**src/rtl/arb_pkg.sv**
```systemverilog
// Shared arbitration types and the rotating-priority search used by rr_arb4_enc.
package arb_pkg;

    localparam int NREQ   = 4;
    localparam int HOLD_W = 8;

    typedef enum logic {
        IDLE = 1'b0,
        BUSY = 1'b1
    } state_t;

    typedef struct packed {
        logic       found;
        logic [1:0] idx;
    } pick_t;

    // First asserted request at or after ptr, wrapping modulo NREQ.
    function automatic pick_t rr_pick(input logic [NREQ-1:0] req, input logic [1:0] ptr);
        pick_t      res;
        logic [1:0] k;
        res = '0;
        // Walk from the farthest offset down so the nearest match is written last.
        for (int i = NREQ - 1; i >= 0; i--) begin
            k = ptr + 2'(i);
            if (req[k]) begin
                res.found = 1'b1;
                res.idx   = k;
            end
        end
        return res;
    endfunction

endpackage

```
**src/rtl/S4x2encoder.sv**
```systemverilog
// Structural 4-to-2 OR encoder; valid only for one-hot or all-zero inputs.
module S4x2encoder (
    input  logic i0,
    input  logic i1,
    input  logic i2,
    input  logic i3,
    output logic o0,
    output logic o1
);

    // Input 0 encodes to 2'b00, so it contributes to neither output.
    logic unused_i0;
    assign unused_i0 = i0;

    or g_o0 (o0, i1, i3);
    or g_o1 (o1, i2, i3);

endmodule

```
**src/rtl/rr_arb4_enc.sv**
```systemverilog
// Four-requester round-robin arbiter with bounded hold and encoded grant index.
import arb_pkg::*;

module rr_arb4_enc #(
    parameter int MAX_HOLD = 8
) (
    input  logic            clk,
    input  logic            rst,
    input  logic [NREQ-1:0] req,
    output logic [NREQ-1:0] gnt,
    output logic [1:0]      gnt_idx,
    output logic            gnt_valid
);

    localparam logic [HOLD_W-1:0] MAX_HOLD_C = HOLD_W'(MAX_HOLD);

    state_t              state_q, state_d;
    logic [NREQ-1:0]     gnt_q, gnt_d;
    logic [1:0]          ptr_q, ptr_d;
    logic [HOLD_W-1:0]   hold_cnt_q, hold_cnt_d;

    logic  own_req;
    pick_t pick_any;
    pick_t pick_other;

    assign own_req    = |(req & gnt_q);
    assign pick_any   = rr_pick(req, ptr_q);
    // Excluding the owner makes it eligible at expiry only when nobody else waits.
    assign pick_other = rr_pick(req & ~gnt_q, ptr_q);

    always_comb begin
        state_d    = state_q;
        gnt_d      = gnt_q;
        ptr_d      = ptr_q;
        hold_cnt_d = hold_cnt_q;
        case (state_q)
            IDLE: begin
                if (pick_any.found) begin
                    state_d    = BUSY;
                    gnt_d      = NREQ'(1) << pick_any.idx;
                    ptr_d      = pick_any.idx + 2'd1;
                    hold_cnt_d = HOLD_W'(1);
                end
            end
            BUSY: begin
                if (own_req && (hold_cnt_q < MAX_HOLD_C)) begin
                    hold_cnt_d = hold_cnt_q + HOLD_W'(1);
                end else if (pick_other.found) begin
                    gnt_d      = NREQ'(1) << pick_other.idx;
                    ptr_d      = pick_other.idx + 2'd1;
                    hold_cnt_d = HOLD_W'(1);
                end else if (own_req) begin
                    // Sole requester at expiry: re-grant in place, restart the burst.
                    ptr_d      = gnt_idx + 2'd1;
                    hold_cnt_d = HOLD_W'(1);
                end else begin
                    state_d    = IDLE;
                    gnt_d      = '0;
                    hold_cnt_d = '0;
                end
            end
        endcase
    end

    always_ff @(posedge clk) begin
        if (rst) begin
            state_q    <= IDLE;
            gnt_q      <= '0;
            ptr_q      <= '0;
            hold_cnt_q <= '0;
        end else begin
            state_q    <= state_d;
            gnt_q      <= gnt_d;
            ptr_q      <= ptr_d;
            hold_cnt_q <= hold_cnt_d;
        end
    end

    S4x2encoder u_enc (
        .i0 (gnt_q[0]),
        .i1 (gnt_q[1]),
        .i2 (gnt_q[2]),
        .i3 (gnt_q[3]),
        .o0 (gnt_idx[0]),
        .o1 (gnt_idx[1])
    );

    assign gnt       = gnt_q;
    assign gnt_valid = (state_q == BUSY);

endmodule
```
**config.mk**
```make
export PLATFORM = sky130hd
export DESIGN_NAME = rr_arb4_enc
export DESIGN_NICKNAME = d
export VERILOG_FILES = /design/src/rtl/arb_pkg.sv /design/src/rtl/S4x2encoder.sv /design/src/rtl/rr_arb4_enc.sv
export SDC_FILE = /design/constraint.sdc
export NUM_CORES = 1
export LEC_CHECK = 0
export ABC_CLOCK_PERIOD_IN_PS = 2860
export CORE_ASPECT_RATIO = 1.4
export CORE_MARGIN = 2
export CORE_UTILIZATION = 48
export DETAILED_ROUTE_END_ITERATION = 16
export PLACE_DENSITY = 0.72
export SETUP_SLACK_MARGIN = 0.15
export SLEW_MARGIN = 10
export SYNTH_ARGS = -nofsm -noshare
export SYNTH_HDL_FRONTEND = slang
export SYNTH_SLANG_ARGS = --single-unit
```
**constraint.sdc**
```tcl
create_clock -name clk -period 2.86 [get_ports clk]
set_clock_uncertainty 0.2 [all_clocks]
set_input_delay 0.715 -clock clk [delete_from_list [all_inputs] [get_ports clk]]
set_output_delay 0.715 -clock clk [all_outputs]
set_load 0.005 [all_outputs]
```
# Word level (Yosys, flattened, before mapping)
# Cells that the tools add are included.
word_totals:
  in_bits: 6
  output_inout_bits: 7
  elab_cells: 76
  ff_bits: 15
op_classes:
  n_mux: 44
  add_sub_neg: 7
  n_lt_le_gt_ge: 5
  shifts: 2
  n_eq_ne: 4
  bitwise_logic: 6
  reduce_logical: 4
op_table:
  columns: ["operator", "count"]
  rows:
  - ["$mux W3", 8]
  - ["$bmux W1 S2", 8]
  - ["$mux W4", 4]
  - ["$mux W8", 2]
  - ["$pmux W8 S2", 1]
  - ["$mux W1", 14]
  - ["$lt A2 B3 Y1 const B", 4]
  - ["$add A2 B1 Y2 const B", 4]
  - ["$add A8 B1 Y8 const B", 1]
  - ["$and A4 B4 Y4", 2]
  - ["$lt A8 B4 Y1 const B", 1]
  - ["$mux W2", 4]
  - ["$pmux W4 S2", 1]
  - ["$shl A1 B2 Y4 const A", 2]
  - ["$reduce_and A3 Y1", 2]
  - ["$add A2 B2 Y2 const B", 2]
  - ["$ne A2 B2 Y1 const B", 2]
  - ["$not A4 Y4", 1]
  - ["$pmux W2 S2", 1]
  - ["$reduce_or A4 Y1", 1]
  - ["$ne A3 B1 Y1 const B", 1]
  - ["$ne A3 B2 Y1 const B", 1]
  - ["$or A1 B1 Y1", 2]
  - ["$pmux W1 S2", 1]
  - ["2 further kinds", 2]

# Depth between registers and ports, before layout
logic_depth:
  ltp_word: 12
  mapped_depth: 6
  ltp_nobuf: 6

# Modules after synthesis
# From an unflattened synthesis, not the netlist that was laid out.
hier_totals:
  hier_cells: 111
  hier_area_um2: 920.9
modules_own_cells:
  columns: ["module", "cells_per_inst", "seq_area_each_um2", "n_inst", "area_each_um2"]
  rows:
  - ["rr_arb4_enc", 109, 300.3, 1, 908.4]
  - ["S4x2encoder", 2, 0.0, 1, 12.5]

# Least setup slack after synthesis
# Ideal clock, no wire load.
synth_path:
  path_type: "input to register"
  from: "in req[3]"
  to: "reg ptr_q[1]"
  t_arrival_ps: 1986
  required_time_ps: 2574
  cell_stages: 6
  path_slack_ps: 589
  setup_ps: 86
  n_path_buf: 0
  path_cell_list: "nor2b_4 -> or4b_4 -> o21ai_0 -> o22ai_1 -> xnor2_1 -> a211oi_1"
synth_via:
  elab_chain_cells: 11
  elab_cells_between_ends: 38
  classes_between: "add/sub (2); eq/ne (3); mux (28); bitwise (2); reduce/logical (3)"
synth_lines:
  columns: ["element", "line", "rtl"]
  rows:
  - ["start, declared", "rr_arb4_enc.sv:9", "input logic [NREQ-1:0] req,"]
  - ["$and A4 B4 Y4", "rr_arb4_enc.sv:29", "assign pick_other = rr_pick(req & ~gnt_q, ptr_q);"]
  - ["$bmux W1 S2", "arb_pkg.sv:25", "if (req[k]) begin"]
  - ["$mux W1 (implied by the code)", "arb_pkg.sv:25", null]
  - ["$mux W3 (4 in series)", "arb_pkg.sv:25", null]
  - ["$add A2 B1 Y2", "rr_arb4_enc.sv:50", "ptr_d = pick_other.idx + 2'd1;"]
  - ["$mux W2", "rr_arb4_enc.sv:48", "end else if (pick_other.found) begin"]
  - ["$mux W2", "rr_arb4_enc.sv:46", "if (own_req && (hold_cnt_q < MAX_HOLD_C)) begin"]
  - ["$pmux W2 S2", "rr_arb4_enc.sv:36", "case (state_q)"]
  - ["end signal, assigned", "rr_arb4_enc.sv:74", "ptr_q <= ptr_d;"]
  - ["end, declared", "rr_arb4_enc.sv:19", "logic [1:0] ptr_q, ptr_d;"]
# Several ways; a longest one is shown, not always the timed one. The select of a mux whose other input is x is not followed.
# A chain may end at the register's enable or synchronous reset.

# Worst setup path in the final report
layout_path:
  from: "in req[0]"
  to: "reg ptr_q[1]"
# The elaborated chain is that of the path after synthesis.

==> impl_summary.log <==
INFO  metric critPathMaxFanout = 5
INFO  metric mostFrequentLayoutCell = sky130_fd_sc_hd__nor2_1
INFO  metric die-height = 56.6 µm
INFO  metric ys_types = 42
INFO  metric timing_worst_setup_path_type = primary input to register
INFO  metric die_area = 2350 µm²
INFO  metric synth.top_cell.area_share = 31.7%
INFO  metric hold_buffer_count_at_cts = 0
INFO  metric layout.nets = 142
INFO  metric rr_worst_depth = 6
INFO  metric max_freq = 0.398 GHz
INFO  metric pin_count = 13
INFO  metric grt_util_all_layers = 18.6%
INFO  metric unrepaired_setup_endpoints_after_global_routing = false
INFO  metric detail_route.first_pass.iterations = 4
INFO  metric grt_first_pass_wirelength = 3.50 mm
INFO  metric final-max-slew-violation-count = 0
INFO  metric drive_above_1_share = 17.9%
INFO  metric clk_latency_worst_skew_pair = 0.27 ns
INFO  metric hold_depth = 2
INFO  metric post_route_core_utilization = 60.1%
INFO  metric cts-root-buf = sky130_fd_sc_hd__clkbuf_4
INFO  metric cpLargestDelayFamily = simple AND/OR/NAND/NOR gates
INFO  metric asyncSetResetFlopFracSynth = 0%
INFO  metric syn2layout_area_growth = 20.6%
INFO  metric hold_path.class = register to register
INFO  metric grt_antenna_before_repair = 0
INFO  metric power.static_leakage = 0.456 nW
INFO  metric grt_max_degree = 14
INFO  metric status = completed
INFO  metric postSynthRegisterBits = 15
INFO  metric hpwl_after_detailed_placement = 1.64 mm
INFO  metric synth-main-ff-cell = sky130_fd_sc_hd__dfxtp_1
INFO  metric syn_nets = 123
INFO  metric final-hold-violation-count = 0
INFO  metric p_per_cell_area = 653 nW/µm²
INFO  metric ant_nets = 0
INFO  metric postCtsSetupRepairBufs = 0
INFO  metric first_global_vias = 886
INFO  metric critical_path.n_buffers_inverters = 1
INFO  metric placement.cell_area = 1110 µm²
INFO  metric leading_post_synthesis_cells_by_cell_area = sky130_fd_sc_hd__dfxtp_1, sky130_fd_sc_hd__nor2_1, sky130_fd_sc_hd__buf_4
INFO  metric cp_slowest_stage_delay = 0.55 ns
INFO  metric fp-row-count = 19
INFO  metric synth_area_per_cell = 8.17 µm²
INFO  metric final_cell_mix = sky130_fd_sc_hd__nor2_1, sky130_fd_sc_hd__dfxtp_1, sky130_fd_sc_hd__clkdlybuf4s50_1
INFO  metric vdd_ir_drop_max = 567 µV
INFO  metric slowest_stage = sky130_fd_sc_hd__or4b_4
INFO  metric number_of_drc_markers_in_iteration_0 = 16
INFO  metric final_cell_area = 1140 µm²
INFO  metric clock_sinks = 15
INFO  metric postLayoutSetupSlackWorst = 0.347 ns
INFO  metric postSynthCellCount = 116
INFO  metric cts_made_buffers = 3
INFO  metric clk_path_buf_depth = 2
INFO  metric floorplan.die.width = 41.5 µm
INFO  metric path_cells = clkdlybuf4s50_1 -> nor2b_1 -> or4b_4 -> o21ai_0 -> o22ai_1 -> xnor2_1 -> a211oi_1
INFO  metric yosysWarningCount = 0
INFO  metric yosys.area.top_type = sky130_fd_sc_hd__dfxtp_1
INFO  metric placement.io_buffers = 12
INFO  metric tightest_slew = 0.490 ns
INFO  metric drt-vias-per-instance = 5.71
INFO  metric timing.hold.ws = 0.260 ns
INFO  metric cts.reportedPaths.clkPinSlew = 0.08 ns
INFO  metric worstPathRequired = 2.85 ns
INFO  metric netlist_area = 947 µm²
INFO  metric timing.final.setup_violations = 0
INFO  metric detailroute.via_count = 885
INFO  metric core_region_area = 1900 µm²
INFO  metric worst_ep_arrival_time = 2.50 ns
INFO  metric drt-wirelength-per-cell = 13.0 µm
INFO  metric grt.overflow.total = 0
INFO  metric drc = 0
INFO  metric worstSetupEndpointType = register
INFO  metric cts_repair_resize_count = 0
INFO  metric final_worst_path_period_share = 87.9%
INFO  metric wl = 2.02 mm
INFO  metric crit_cells = 7
INFO  metric antenna-diode-count = 0
INFO  metric ys_seq_area_share = 31.7%
INFO  metric routabilityCongestion = 0.878
INFO  metric synth-edff-count = 0
INFO  metric tns = 0 ns
INFO  metric tritoncts = done
INFO  metric htreeDepth = 1
INFO  metric maxSlewHeadroom = 67.2%
INFO  metric initial_core_util = 49.8%
INFO  metric min_period = 2.51 ns
INFO  metric critPathLaunchType = primary input
INFO  metric number_of_maximum_capacitance_constraint_violations = 0
INFO  metric post-place-ws = 0.0454 ns
sequential cells by signal, indices dropped and copies added (netlist names):
name,cells
gnt_valid,1
ptr_q,2
hold_cnt_q,8
gnt,4
cell type report:
type | count | area (µm²)
fillers | 175 | 759
multi-input cells | 88 | 574
flip-flops and latches | 15 | 300
repair buffers | 22 | 195
well taps | 21 | 26.3
clock buffers | 3 | 22.5
inverters | 5 | 18.8
clock inverters | 1 | 5.00
logic make-up (layout without fill, tap and decap cells):
logic type / count (synthesis) / after routing / share of synthesized area, %
flops: 15 / 15 / 31.7
fa+ha+maj: 1 / 1 / 1.32
simple gates: 52 / 52 / 31.2
buf+inv: 13 / 31 / 7.66
compound gates: 34 / 34 / 27.2
xor+xnor: 1 / 1 / 0.925
layer usage:
metal | vias to the layer above | global-route usage, % | share of wire [%] | wire [µm]
li1 | 456 | - | - | -
met1 | 413 | 20.4 | 42 | 855
met2 | 16 | 35.3 | 56 | 1120
met3 | 0 | 2.57 | 2.1 | 43
met4 | 0 | 6.45 | 0 | 0
met5 | - | 0 | 0 | 0
metrics by stage:
step	total power, mW	cells
finish	0.746	155
global route	0.801	155
CTS	0.752	155
detailed placement	0.636	151
global placement	0.629	151
floorplan	0.528	116
worst register-to-register path, stage by stage, from the launching register on:
cell and delay [ns]:
sky130_fd_sc_hd__dfxtp_1 0.48, sky130_fd_sc_hd__nor2b_4 0.09, sky130_fd_sc_hd__or4b_4 0.58, sky130_fd_sc_hd__o21ai_0 0.18, sky130_fd_sc_hd__o22ai_1 0.12, sky130_fd_sc_hd__xnor2_1 0.14
sky130_fd_sc_hd__a211oi_1 0.21
synth_stat cells, types with 3 or more instances:
cell type	number
sky130_fd_sc_hd__a211oi_1	4
sky130_fd_sc_hd__nand2_1	6
sky130_fd_sc_hd__inv_1	5
sky130_fd_sc_hd__and2_1	3
sky130_fd_sc_hd__nor2_1	19
sky130_fd_sc_hd__buf_4	6
sky130_fd_sc_hd__o21ai_0	3
sky130_fd_sc_hd__o21ai_1	3
sky130_fd_sc_hd__a21oi_1	7
sky130_fd_sc_hd__dfxtp_1	15
sky130_fd_sc_hd__nand2b_1	5
sky130_fd_sc_hd__nor3_1	3
path summary, 6_finish.rpt:
kind              slack, ns                        from                         end
setup / recovery       0.35                      req[0]       ptr_q[1]$_SDFFE_PP0P_
hold / removal         0.26  hold_cnt_q[3]$_SDFFE_PP0P_  hold_cnt_q[3]$_SDFFE_PP0P_
setup reg to reg       0.80         gnt[3]$_SDFFE_PP0P_       ptr_q[1]$_SDFFE_PP0P_
hold reg to reg        0.26  hold_cnt_q[3]$_SDFFE_PP0P_  hold_cnt_q[3]$_SDFFE_PP0P_
power breakdown:
| group | total, mW | internal (mW) | switching, mW |
|---|---|---|---|
| clock network | 0.114 | 0.0518 | 0.0623 |
| logic | 0.345 | 0.184 | 0.161 |
| registers | 0.287 | 0.236 | 0.0511 |
Note: power is estimated with default switching activity, not from simulation.
